### config.mk
export PLATFORM = sky130hd
export DESIGN_NAME = program_loader
export DESIGN_NICKNAME = d
export VERILOG_FILES = /design/src/rtl/program_loader.sv
export SDC_FILE = /design/constraint.sdc
export NUM_CORES = 1
export LEC_CHECK = 0
export ABC_AREA = 1
export CAP_MARGIN = 20
export CORE_MARGIN = 4
export CORE_UTILIZATION = 48
export DETAILED_ROUTE_END_ITERATION = 16
export PLACE_DENSITY = 0.87
export SKIP_LAST_GASP = 1
export SLEW_MARGIN = 20
export SYNTH_ARGS = -nofsm -noshare
export SYNTH_HDL_FRONTEND = slang
export SYNTH_SLANG_ARGS = --single-unit
export TNS_END_PERCENT = 100
### constraint.sdc
create_clock -name clk -period 1.4 [get_ports clk]
set_input_delay 0.28 -clock clk [delete_from_list [all_inputs] [get_ports clk]]
set_output_delay 0.28 -clock clk [all_outputs]
set_load 0.1 [all_outputs]
### src/rtl/program_loader.sv
// Boot-time loader: packs a valid/ready byte stream into instructions, writes them
// to consecutive program-memory addresses and checks a trailing XOR checksum byte.
module program_loader #(
   parameter int ADDR_W = 8,
   parameter int INS_W  = 12
) (
   input  logic              clk,
   input  logic              rst_n,
   input  logic              start,
   input  logic [ADDR_W-1:0] base_addr,
   input  logic [ADDR_W:0]   count,
   input  logic              in_valid,
   input  logic [7:0]        in_data,
   output logic              in_ready,
   output logic              load,
   output logic [ADDR_W-1:0] load_addr,
   output logic [INS_W-1:0]  load_ins,
   output logic              busy,
   output logic              cpu_en,
   output logic              done,
   output logic [1:0]        err
);

   localparam int LO_W = INS_W - 8;
   // Bits of the low byte that have no place in the instruction word.
   localparam logic [7:0] FMT_MASK = 8'hFF << LO_W;

   typedef enum logic [1:0] {IDLE, HI, LO, CHK} state_t;

   state_t            state_q, state_d;
   logic [ADDR_W-1:0] addr_q, addr_d;
   logic [ADDR_W:0]   remaining_q, remaining_d;
   logic [7:0]        hi_q, hi_d;
   logic [7:0]        csum_q, csum_d;
   logic              load_q, load_d;
   logic [ADDR_W-1:0] load_addr_q, load_addr_d;
   logic [INS_W-1:0]  load_ins_q, load_ins_d;
   logic              busy_q, busy_d;
   logic              done_q, done_d;
   logic [1:0]        err_q, err_d;
   logic              xfer;

   assign xfer = in_valid & busy_q;

   always_comb begin
      state_d     = state_q;
      addr_d      = addr_q;
      remaining_d = remaining_q;
      hi_d        = hi_q;
      csum_d      = csum_q;
      load_d      = 1'b0;
      load_addr_d = load_addr_q;
      load_ins_d  = load_ins_q;
      done_d      = 1'b0;
      err_d       = err_q;
      case (state_q)
         IDLE: begin
            if (start) begin
               err_d = 2'b00;
               if (count == '0) begin
                  done_d = 1'b1;
               end else begin
                  csum_d      = 8'h00;
                  addr_d      = base_addr;
                  remaining_d = count;
                  state_d     = HI;
               end
            end
         end
         HI: begin
            if (xfer) begin
               hi_d    = in_data;
               csum_d  = csum_q ^ in_data;
               state_d = LO;
            end
         end
         LO: begin
            if (xfer) begin
               if (|(in_data & FMT_MASK)) err_d[1] = 1'b1;
               csum_d      = csum_q ^ in_data;
               load_d      = 1'b1;
               load_addr_d = addr_q;
               load_ins_d  = {hi_q, in_data[LO_W-1:0]};
               addr_d      = addr_q + 1'b1;
               remaining_d = remaining_q - 1'b1;
               state_d     = (remaining_q == (ADDR_W+1)'(1)) ? CHK : HI;
            end
         end
         CHK: begin
            if (xfer) begin
               if (in_data != csum_q) err_d[0] = 1'b1;
               done_d  = 1'b1;
               state_d = IDLE;
            end
         end
         default: state_d = IDLE;
      endcase
      // in_ready and busy both follow the next state so they are registered.
      busy_d = (state_d != IDLE);
   end

   always_ff @(posedge clk or negedge rst_n) begin
      if (!rst_n) begin
         state_q     <= IDLE;
         addr_q      <= '0;
         remaining_q <= '0;
         hi_q        <= '0;
         csum_q      <= '0;
         load_q      <= 1'b0;
         load_addr_q <= '0;
         load_ins_q  <= '0;
         busy_q      <= 1'b0;
         done_q      <= 1'b0;
         err_q       <= 2'b00;
      end else begin
         state_q     <= state_d;
         addr_q      <= addr_d;
         remaining_q <= remaining_d;
         hi_q        <= hi_d;
         csum_q      <= csum_d;
         load_q      <= load_d;
         load_addr_q <= load_addr_d;
         load_ins_q  <= load_ins_d;
         busy_q      <= busy_d;
         done_q      <= done_d;
         err_q       <= err_d;
      end
   end

   assign in_ready  = busy_q;
   assign busy      = busy_q;
   assign cpu_en    = ~busy_q;
   assign load      = load_q;
   assign load_addr = load_addr_q;
   assign load_ins  = load_ins_q;
   assign done      = done_q;
   assign err       = err_q;

endmodule

Word level (Yosys, flattened, before mapping)
Cells that the tools add are included.
{ "classes": {"mux": 31, "reduce_logical": 14, "add_sub_neg": 2, "eq_ne": 12, "bitwise_logic": 3} }
{ "op_table": {"columns": ["cell", "n"], "rows": [
  ["$mux W8", 6],
  ["$pmux W8 S2", 2],
  ["$mux W9", 3],
  ["$pmux W9 S2", 1],
  ["$reduce_and A4 Y1", 4],
  ["$mux W2", 7],
  ["$ne A2 B2 Y1 const B", 6],
  ["$eq A9 B1 Y1 const B", 1],
  ["$logic_not A9 Y1", 1],
  ["$sub A9 B1 Y9 const B", 1],
  ["$add A8 B1 Y8 const B", 1],
  ["$mux W1", 8],
  ["$ne A8 B8 Y1", 1],
  ["$pmux W2 S4", 1],
  ["$reduce_bool A2 Y1", 4],
  ["$xor A8 B8 Y8", 1],
  ["$pmux W1 S2", 3],
  ["$eq A2 B2 Y1 const B", 2],
  ["$reduce_and A2 Y1", 2],
  ["$reduce_or A4 Y1", 1],
  ["$eq A2 B1 Y1 const B", 1],
  ["$logic_not A2 Y1", 1],
  ["$ne A2 B1 Y1 const B", 1],
  ["$reduce_or A2 Y1", 1],
  ["other kinds (2)", 2]
]} }
{ "word_totals": {"word_cells": 74, "register_bits": 60} }

Depth between registers and ports, before layout
{ "logic_depth": {"depth_word": 5, "ltp_mapped": 12, "mapped_depth_nobuf": 12} }

Worst setup path after synthesis
OpenSTA, ideal clock, no wires.
{ "synth_timing": {"path_kind": "register to output", "start": "reg busy_q, in the netlist busy", "end": "out cpu_en", "path_buffers": 0, "path_stages_with_launch": 2, "slack_ns": -0.502, "required_time_ns": 1.120, "arrival_ns": 1.622, "cell_sequence": "dfrtp_1 -> inv_1"} }
{ "synth_via": {"elab_chain_len": 1} }
{ "synth_lines": {"columns": ["item", "line", "source"], "rows": [
  ["start: declaration", "38", "logic busy_q, busy_d;"],
  ["start signal: assignment", "124", "busy_q <= busy_d;"],
  ["$not A1 Y1", "132", "assign cpu_en = ~busy_q;"],
  ["end: declaration", "19", "output logic cpu_en,"]
]} }
Every way passes these cells.

Final worst setup path
{ "layout_timing": {"start": "reg state_q[1]", "end": "reg busy_q, in the netlist busy"} }
{ "layout_via": {"elab_chain_len": 4, "elab_cells_between_ends": 11, "cone_classes": "3 x eq/ne; 6 x mux; 2 x reduce/logical"} }
{ "layout_lines": {"columns": ["item", "line", "source"], "rows": [
  ["start: declaration", "30", "state_t state_q, state_d;"],
  ["start signal: assignment", "116", "state_q <= state_d;"],
  ["$mux W2", "60", "if (count == '0) begin"],
  ["$mux W2", "58", "if (start) begin"],
  ["$pmux W2 S4 (*)", "56", "case (state_q)"],
  ["$reduce_bool A2 Y1 (*)", "99", "busy_d = (state_d != IDLE);"],
  ["via busy_d", "38", null]
]} }
The timed path passes the listed nets; every way through them passes the cells marked *.
A chain may end at the register's enable or synchronous reset.

==> flow_summary.json <==
{
  "cts_sinks": 60,
  "ff2ff_path_depth": 10,
  "seq_area_frac_synth": 0.470,
  "gp_congestion": 0.853,
  "ant_nets": 0,
  "period_minus_slack_ps": 1620,
  "path_clk_slew_ps": 70,
  "crit_fanout": 5,
  "syn_inst": 413,
  "crit_arrival_ps": 1840,
  "dp.cells": 567,
  "seqCellArea_mm2": 0.00151,
  "skew_ps": 7.47,
  "die-area_mm2": 0.00802,
  "ctsRootBufferMaster": "clkbuf_8",
  "area_delta_synth_final_pct": 56.7,
  "first_iter_violations": 197,
  "dr.pass1.iters": 5,
  "avgSynthCellArea_um2": 7.73,
  "cts_made_buffers": 9,
  "fmax_mhz": 618,
  "syn-cell-area_mm2": 0.00319,
  "r2r_start": "state_q[1]",
  "drt_wl_total_mm": 9.02,
  "grt_pass1_vias": 2975,
  "placed_area_mm2": 0.00434,
  "setup_slack_ps": -219,
  "die_y_um": 89.6,
  "hold_viol": 0,
  "final-setup-viol-count": 57,
  "end_kind": "flop",
  "cts_buffer_depth": 2,
  "track_usage": 0.219,
  "vdd_drop_max_uv": 1960,
  "antenna_found_initial": 0,
  "violations": "negative setup slack",
  "synth_nets": 449,
  "timing_worst_setup_path_type": "flop to flop",
  "reg2reg_to": "busy",
  "drv_slew": 0,
  "rsz0062_at_grt": "true",
  "drv_cap": 0,
  "drc": 0,
  "nFillCells": 393,
  "yosys_warnings": 0,
  "multi_input_area_mm2": 0.00167,
  "slew_headroom": 0.783,
  "drive_gt1_frac": 0.340,
  "yosys_register_bits": 60,
  "layout.cells.non_filler": 601,
  "min_path_type": "primary input to async pin",
  "rrSetupSlack_ps": -220,
  "worst_pin_slew_ps": 326,
  "synth_cell_types": 25,
  "power.density_mw_per_mm2": 2540,
  "nNetsFinal": 556,
  "worstSkewPairLatency_ps": 340,
  "tritoncts": "built",
  "grt_overflow_total": 0,
  "wl_per_cell_um": 15.0,
  "start_util": 0.497,
  "ios": 56,
  "critPathLaunchType": "flop",
  "die_x_um": 89.6,
  "place_ws_ps": -359,
  "via_per_inst": 5.32,
  "cp.required_ps": 1620,
  "dp_hpwl_mm": 5.57,
  "cts_max_level": 3,
  "grt_pass1_wl_mm": 13.5,
  "total_power_mw": 12.7,
  "fp-row-count": 29,
  "stdcell_area_mm2": 0.00500,
  "power.leakage_nw": 2.44,
  "vias": 3196,
  "cp-startpoint": "state_q[1]",
  "period_share": 1.16,
  "place.port_buffers": 55,
  "antenna_cells": 0,
  "core_mm2": 0.00642,
  "status": "finished, violations left",
  "grt_max_degree": 61
}
## registers in the layout, summed over array words and instances (netlist names)
register,flops
csum_q,8
load,1
remaining_q,9
hi_q,8
state_q,2
busy,1
addr_q,8
err,2
load_addr,8
done,1
load_ins,12
## power by group
| group | total, mW | leakage [nW] | internal, mW | switching [mW] |
|---|---|---|---|---|
| clock | 1.78 | 0.111 | 1.09 | 0.697 |
| sequential | 3.18 | 0.772 | 2.47 | 0.717 |
| combinational | 7.73 | 1.55 | 3.04 | 4.69 |
## worst max-delay path: stages (launching register included)
cell and delay (ps):
dfrtp_2 440, buf_6 130, ha_4 180, buf_4 150, buf_6 120, nor2_4 100
nand2_2 60, o21ai_2 60, nand2_1 80, nand2_1 90, nand3_1 80
## layout by cell type, fill, tap and decap left out, types with 3 or more instances in the layout
master,count
nand2_1,129
inv_1,30
nand2_4,9
buf_6,10
nor2_4,4
o21ai_1,11
clkdlybuf4s50_1,27
clkinvlp_4,3
o21ai_4,3
ha_4,3
buf_4,35
nor2_1,33
xnor2_1,8
inv_2,5
o21ai_0,11
nand4_1,13
nand2_2,20
nand3_1,17
ha_1,4
o21ai_2,22
clkbuf_8,11
buf_12,29
or2_2,3
dfrtp_1,58
inv_4,6
## Yosys cell counts
library cell	count	share of area
xnor2_1	8	0.022
nor2_4	1	0.0035
nand2_2	10	0.020
o21ai_0	36	0.056
nor2_1	37	0.043
nand3_1	17	0.027
inv_1	36	0.042
a21oi_1	2	0.0031
o21ai_4	1	0.0051
buf_6	2	0.0071
nand4_1	13	0.025
nand3b_1	1	0.0024
nand2_1	148	0.17
dfrtp_1	60	0.47
ha_1	7	0.027
buf_4	4	0.0094
clkbuf_1	1	0.0012
o21bai_1	1	0.0024
clkbuf_2	1	0.0016
or2_2	3	0.0059
nand3_4	1	0.0055
o21ai_2	10	0.027
inv_2	7	0.0082
nor2_2	1	0.0020
buf_2	5	0.0078
## area by class of cell
class / count / area share
clock buffer: 11 / 0.0303
clock inverter: 4 / 0.0145
inverter: 43 / 0.0385
multi-input combinational: 297 / 0.333
sequential: 60 / 0.301
tap: 77 / 0.0193
timing repair buffer: 105 / 0.254
timing repair inverter: 4 / 0.00925
## worst max path at each step
stage | cells past startpoint | to | slack [ps]
floorplan | 11 | remaining_q[3] | -30
global placement | 9 | csum_q[5] | -310
detailed placement | 9 | csum_q[6] | -360
CTS | 11 | remaining_q[5] | -170
global route | 11 | busy | -300
finish | 10 | busy | -220
## through the flow
step	TNS (ps)	hold WS, ps	utilization
finish	-6520	454	0.779
CTS	-3510	480	0.731
global placement	-11970	304	0.676
floorplan	-381	-15.6	-
detailed placement	-14030	309	0.676
global route	-10670	520	0.779
## metal layers
layer | wire, um | part of all wire | up-vias | global-route usage
met5 | 0 | 0 | - | 0
met4 | 211 | 0.023 | 0 | 0.0907
met3 | 430 | 0.048 | 26 | 0.0396
met2 | 4870 | 0.54 | 127 | 0.383
met1 | 3500 | 0.39 | 1529 | 0.264
li1 | - | - | 1514 | -
## cells by family (layout without fill, tap and decap cells)
kind of cell    Yosys count  after routing  synth area share
compound gates           50             50            0.0944
xor+xnor                  8              8            0.0219
fa+ha+maj                 7              7            0.0274
buf+inv                  56            167            0.0776
flops                    60             60             0.470
simple gates            232            232             0.308
## repair_timing
item	4_1_cts	5_1_grt
hold buffers	1	0
endpoints found under the setup margin	61	61
setup buffers	6	7
resized for setup	26	82
gates cloned	2	3
hold endpoints to repair	60	0
pin swaps	10	10
No activity file was read; power rests on OpenSTA's default activity.
